`config.mk`:
```
export PLATFORM = sky130hd
export DESIGN_NAME = outbuffer_page_writer
export DESIGN_NICKNAME = d
export VERILOG_FILES = /design/src/rtl/outbuffer_page_writer.sv
export SDC_FILE = /design/constraint.sdc
export NUM_CORES = 1
export LEC_CHECK = 0
export CORE_ASPECT_RATIO = 0.5
export CORE_UTILIZATION = 50
export CTS_BUF_LIST = sky130_fd_sc_hd__clkbuf_8
export DETAILED_ROUTE_END_ITERATION = 10
export GPL_TIMING_DRIVEN = 0
export PLACE_DENSITY_LB_ADDON = 0.12
export SYNTH_ARGS = -nofsm -noshare
export SYNTH_HDL_FRONTEND = slang
export SYNTH_SLANG_ARGS = --single-unit
```
`constraint.sdc`:
```
create_clock -name MCLK -period 3.4 [get_ports MCLK]
set_input_delay 0.34 -clock MCLK [delete_from_list [all_inputs] [get_ports MCLK]]
set_output_delay 0.34 -clock MCLK [all_outputs]
set_load 0.005 [all_outputs]
```
`src/rtl/outbuffer_page_writer.sv`:
```
// outbuffer_page_writer: streams bootloader/user-page bytes MSB-first into the output buffer, one bit per strobe.
// Define PAGE_WRITER_ZFILL_EN to write the 3 leading zero rows of a user page instead of skipping them.
module outbuffer_page_writer #(
  parameter int BOOT_ROWS     = 1927,
  parameter int PAGE_BASE_ROW = 7168,
  parameter int PAGE_ROWS     = 584
) (
  input  logic        MCLK,
  input  logic        nRESET,
  input  logic        BITWIDTH4,
  input  logic        START,
  input  logic        LOADTYPE,
  input  logic [7:0]  BYTE_IN,
  input  logic        BYTE_VALID,
  output logic        BYTE_READY,
  output logic        nOUTBUFWRCLKEN,
  output logic [14:0] OUTBUFWRADDR,
  output logic        OUTBUFWRDATA,
  output logic        BUSY,
  output logic        DONE
);
  localparam logic [14:0] BOOT_N2 = 15'(BOOT_ROWS * 2);
  localparam logic [14:0] BOOT_N4 = 15'(BOOT_ROWS * 4);
  localparam logic [14:0] USER_N2 = 15'((PAGE_ROWS - 3) * 2);
  localparam logic [14:0] USER_N4 = 15'((PAGE_ROWS - 3) * 4);
`ifdef PAGE_WRITER_ZFILL_EN
  localparam logic [14:0] USER_A2 = 15'(PAGE_BASE_ROW * 2);
  localparam logic [14:0] USER_A4 = 15'(PAGE_BASE_ROW * 4);
`else
  localparam logic [14:0] USER_A2 = 15'((PAGE_BASE_ROW + 3) * 2);
  localparam logic [14:0] USER_A4 = 15'((PAGE_BASE_ROW + 3) * 4);
`endif

  typedef enum logic [2:0] {
    IDLE,
`ifdef PAGE_WRITER_ZFILL_EN
    ZFILL,
`endif
    FETCH,
    SHIFT,
    FINISH
  } state_t;

  state_t      state_q, state_d;
  logic [14:0] cnt_q, cnt_d;
  logic [14:0] rem_q, rem_d;
  logic [2:0]  bc_q, bc_d;
  logic [7:0]  sreg_q, sreg_d;
  logic        wr_n_q, wr_n_d;
  logic [14:0] addr_q, addr_d;
  logic        data_q, data_d;
  logic        busy_q, busy_d;
  logic        done_q, done_d;
  logic [14:0] start_a, start_n;
`ifdef PAGE_WRITER_ZFILL_EN
  logic [3:0]  zc_q, zc_d;
`endif

  // mode is captured into the address and remaining-bit counters at START
  assign start_n = LOADTYPE ? (BITWIDTH4 ? USER_N4 : USER_N2) : (BITWIDTH4 ? BOOT_N4 : BOOT_N2);
  assign start_a = LOADTYPE ? (BITWIDTH4 ? USER_A4 : USER_A2) : 15'd0;

  always_comb begin
    state_d = state_q;
    cnt_d   = cnt_q;
    rem_d   = rem_q;
    bc_d    = bc_q;
    sreg_d  = sreg_q;
    wr_n_d  = 1'b1;
    addr_d  = addr_q;
    data_d  = 1'b0;
    busy_d  = busy_q;
    done_d  = 1'b0;
`ifdef PAGE_WRITER_ZFILL_EN
    zc_d    = zc_q;
`endif
    case (state_q)
      IDLE: if (START) begin
        busy_d  = 1'b1;
        rem_d   = start_n;
        cnt_d   = start_a;
        state_d = FETCH;
`ifdef PAGE_WRITER_ZFILL_EN
        if (LOADTYPE) begin
          state_d = ZFILL;
          wr_n_d  = 1'b0;
          addr_d  = start_a;
          cnt_d   = start_a + 15'd1;
          zc_d    = BITWIDTH4 ? 4'd11 : 4'd5;
        end
`endif
      end
`ifdef PAGE_WRITER_ZFILL_EN
      ZFILL: if (zc_q == 4'd0) state_d = FETCH;
      else begin
        wr_n_d = 1'b0;
        addr_d = cnt_q;
        cnt_d  = cnt_q + 15'd1;
        zc_d   = zc_q - 4'd1;
      end
`endif
      FETCH: if (BYTE_VALID) begin
        state_d = SHIFT;
        wr_n_d  = 1'b0;
        addr_d  = cnt_q;
        data_d  = BYTE_IN[7];
        cnt_d   = cnt_q + 15'd1;
        rem_d   = rem_q - 15'd1;
        bc_d    = 3'd7;
        sreg_d  = {BYTE_IN[6:0], 1'b0};
      end
      // the bit shown this cycle was emitted on the previous edge
      SHIFT: if (rem_q == 15'd0) begin
        state_d = FINISH;
        busy_d  = 1'b0;
        done_d  = 1'b1;
      end else if (bc_q == 3'd0) state_d = FETCH;
      else begin
        wr_n_d = 1'b0;
        addr_d = cnt_q;
        data_d = sreg_q[7];
        cnt_d  = cnt_q + 15'd1;
        rem_d  = rem_q - 15'd1;
        bc_d   = bc_q - 3'd1;
        sreg_d = {sreg_q[6:0], 1'b0};
      end
      FINISH: state_d = IDLE;
      default: state_d = IDLE;
    endcase
  end

  always_ff @(posedge MCLK or negedge nRESET) begin
    if (!nRESET) begin
      state_q <= IDLE;
      cnt_q   <= '0;
      rem_q   <= '0;
      bc_q    <= '0;
      sreg_q  <= '0;
      wr_n_q  <= 1'b1;
      addr_q  <= '0;
      data_q  <= 1'b0;
      busy_q  <= 1'b0;
      done_q  <= 1'b0;
    end else begin
      state_q <= state_d;
      cnt_q   <= cnt_d;
      rem_q   <= rem_d;
      bc_q    <= bc_d;
      sreg_q  <= sreg_d;
      wr_n_q  <= wr_n_d;
      addr_q  <= addr_d;
      data_q  <= data_d;
      busy_q  <= busy_d;
      done_q  <= done_d;
    end
  end

`ifdef PAGE_WRITER_ZFILL_EN
  always_ff @(posedge MCLK or negedge nRESET) begin
    if (!nRESET) zc_q <= '0;
    else zc_q <= zc_d;
  end
`endif

  assign BYTE_READY     = (state_q == FETCH);
  assign nOUTBUFWRCLKEN = wr_n_q;
  assign OUTBUFWRADDR   = addr_q;
  assign OUTBUFWRDATA   = data_q;
  assign BUSY           = busy_q;
  assign DONE           = done_q;
endmodule

```
==> flow_summary.ini <==
[yosys]
synth_area_leaders = dfrtp_1 42%, mux2_4 7.6%, ha_1 4.9%, nand2_1 3.7%, nand3_1 3.2%
synth_edf_count = 0
synth_top_cell_area_share_pct = 42.2
ys_seq_elements = 61
synth_nets = 377
yosysSeqAreaShare_pct = 43.0
synth_top_flop_cell = dfrtp_1
synth.distinct_cells = 54
synthCells = 349
yosysWarningCount = 0
yosys.area.top_type = dfrtp_1
avgSynthCellArea_um2 = 10.2
synthesis.area_um2 = 3560
synth_async_sr_flop_share_pct = 100

[setup_path]
cp-endpoint = cnt_q[13]$_DFFE_PN0P_
timing.rr.start = rem_q[11]$_DFFE_PN0P_
rr_worst_depth = 7
crit_cells = 7
worstReg2RegEnd = cnt_q[13]$_DFFE_PN0P_
cp_num_buf_inv = 2
start_kind = flip-flop
cpMostUsedCell = buf_6
crit_start = rem_q[11]$_DFFE_PN0P_
cp_top_family = simple AND/OR/NAND/NOR gates
crit_required_ns = 3.67
crit_fanout = 10
worst_path_largest_cell_delay_ns = 0.65
worstPathArrival_ns = 3.18
path_cells = or4_1 > or4_4 > a21oi_2 > buf_6 > buf_6 > nor3_1 > a311oi_2
critPathKind = reg2reg
reg2reg_slack_ns = 0.49
worst_path_max_delay_cell = or4_1
critPathCaptureType = flip-flop

[clock_tree]
cts_setup_buffers = 0
insertion_delay_ns = 0.37
root_buffer = clkbuf_8
htreeDepth = 3
postCtsHoldBufs = 1
cts_resized = 0
cts_tree = done
max-clock-path-buffers = 2
clkSinkCount = 61
clk_pin_slew_ns = 0.08
numCtsBuffers = 9

[die]
rows = 21
die_h_um = 61.6
die_x_um = 121
ios = 34
start_util_pct = 52.5
fp.coreArea_um2 = 6780
dieArea_um2 = 7470

[timing]
final_max_slew_viol_count = 0
fmax_mhz = 344
grt_setup_unrepaired = no
clock_skew_ns = 0.0137
fin_crit_sh_pct = 85.6
setup_violations = 0
setup_ws_ns = 0.490
hold_ws_ns = 0.506
tns_ns = 0
min_period_ns = 2.91
slew_headroom_pct = 26.6
hold_violations = 0
tightest_slew_ns = 1.09

[final_layout]
antenna_cells = 0
fin_area_um2 = 4230
drive_above_1_share_pct = 19.5
areaGrowthSynthToFinish_pct = 18.9
final_common_cell = dfrtp_1
fin_cells = 492
post-route-util_pct = 62.3
final_nets = 423
fillers = 532
layout_common_cells = 60 x dfrtp_1, 35 x nand2_1, 32 x clkdlybuf4s50_1, 23 x nand3_1, 18 x mux2_4

[global_routing]
grt_max_degree = 39
grt_usage_pct = 25.3
grt_pass1_vias = 2690
grt-ovfl-total = 0
grt_pass1_wl_um = 13800
antenna_found_initial = 0

[power_and_ir_drop]
total_power_mw = 3.91
switching_share_pct = 42.1
clkPwrFrac_pct = 16.9
seqPwrFrac_pct = 31.7
leakagePower_nw = 1.79
netSwitchingPower_mw = 1.65
combPwrFrac_pct = 51.4
peakVddDrop_mv = 0.389
internal_power_mw = 2.27
powerDensity_nw_per_um2 = 926

[status]
status = completed

[place]
dp_hpwl_um = 6120
post_dp_cell_area_um2 = 4020
pre_cts_slack_ns = 0.572
gp_congestion = 0.857
place_inst = 475
portBuffers = 33

[routing]
num_vias = 2927
drcViolationCount = 0
dr.pass1.iters = 5
routedWlPerCell_um = 17.5
via_per_inst = 5.95
ant_nets = 0
finalWirelength_um = 8590
drtIter0Drc = 171

[hold_path]
min_path_type = reg2reg

[run]
cap_violations = 0
## power groups by stage
stage                     clock network [mW]  registers [mW]  logic (mW)
after floorplan                            0            1.18        1.44
after global placement                     0            1.23        1.93
after detailed placement                   0            1.25        2.00
after CTS                              0.676            1.24        2.01
after global routing                   0.715            1.28        2.20
final                                  0.660            1.24        2.01
## cell usage after synthesis (5+ instances only)
| cell type | number |
|---|---|
| dfrtp_1 | 60 |
| nand2_1 | 35 |
| nand3_1 | 23 |
| mux2_4 | 18 |
| nor2_1 | 17 |
| o21ai_0 | 17 |
| ha_1 | 14 |
| inv_1 | 14 |
| nor3_1 | 14 |
| mux2_2 | 9 |
| clkbuf_1 | 7 |
| nor4_1 | 7 |
| o211ai_1 | 7 |
| a21oi_1 | 6 |
| nand2b_1 | 6 |
| nand4_1 | 6 |
| nor2b_1 | 6 |
| buf_2 | 5 |
| mux2i_1 | 5 |
| nand4b_1 | 5 |
| or4b_2 | 5 |
## state kept, by name, summed over array words and instances (netlist names)
signal / count
cnt_q: 15
OUTBUFWRADDR: 15
bc_q: 3
state_q: 2
BUSY: 1
rem_q: 15
DONE: 1
nOUTBUFWRCLKEN: 1
OUTBUFWRDATA: 1
sreg_q: 7
## worst min path at each step
stage / startpoint / to / slack, ns / depth (start not counted)
finish: bc_q[1]$_DFFE_PN0P_ / bc_q[1]$_DFFE_PN0P_ / 0.51 / 1
global placement: bc_q[1]$_DFFE_PN0P_ / bc_q[1]$_DFFE_PN0P_ / 0.48 / 1
global route: sreg_q[6]$_DFFE_PN0P_ / sreg_q[6]$_DFFE_PN0P_ / 0.53 / 1
detailed placement: nRESET / sreg_q[2]$_DFFE_PN0P_ / 0.39 / 1
floorplan: nRESET / BUSY$_DFFE_PN0P_ / 0.04 / 0
CTS: bc_q[1]$_DFFE_PN0P_ / bc_q[1]$_DFFE_PN0P_ / 0.50 / 1
## final cells by class
| cell class | count | area (um^2) | share of cell area, % |
|---|---|---|---|
| sequential | 61 | 1530 | 36.1 |
| timing repair buffer | 35 | 355 | 8.41 |
| clock buffer | 9 | 124 | 2.93 |
| multi-input combinational | 256 | 1870 | 44.2 |
| tap | 92 | 115 | 2.72 |
| inverter | 14 | 52.6 | 1.24 |
| buffer | 18 | 108 | 2.55 |
| clock inverter | 7 | 76.3 | 1.81 |
## logic make-up after synthesis
family	count (synthesis)	share of synthesized area, %
multiplexers	32	11.9
AND/OR/NAND/NOR	146	22.6
adder cells (fa/ha/maj)	14	4.93
flip-flops	61	43.0
buffers and inverters	32	4.50
AO/OA/AOI/OAI	64	13.2
## per-layer routing
| metal | GRT usage, % | routed length (um) |
|---|---|---|
| met1 | 34.5 | 4100 |
| met2 | 38.6 | 3770 |
| met3 | 7.04 | 560 |
| met4 | 10.6 | 164 |
| met5 | 0 | 0 |
Power figures use the tool's default switching activity.
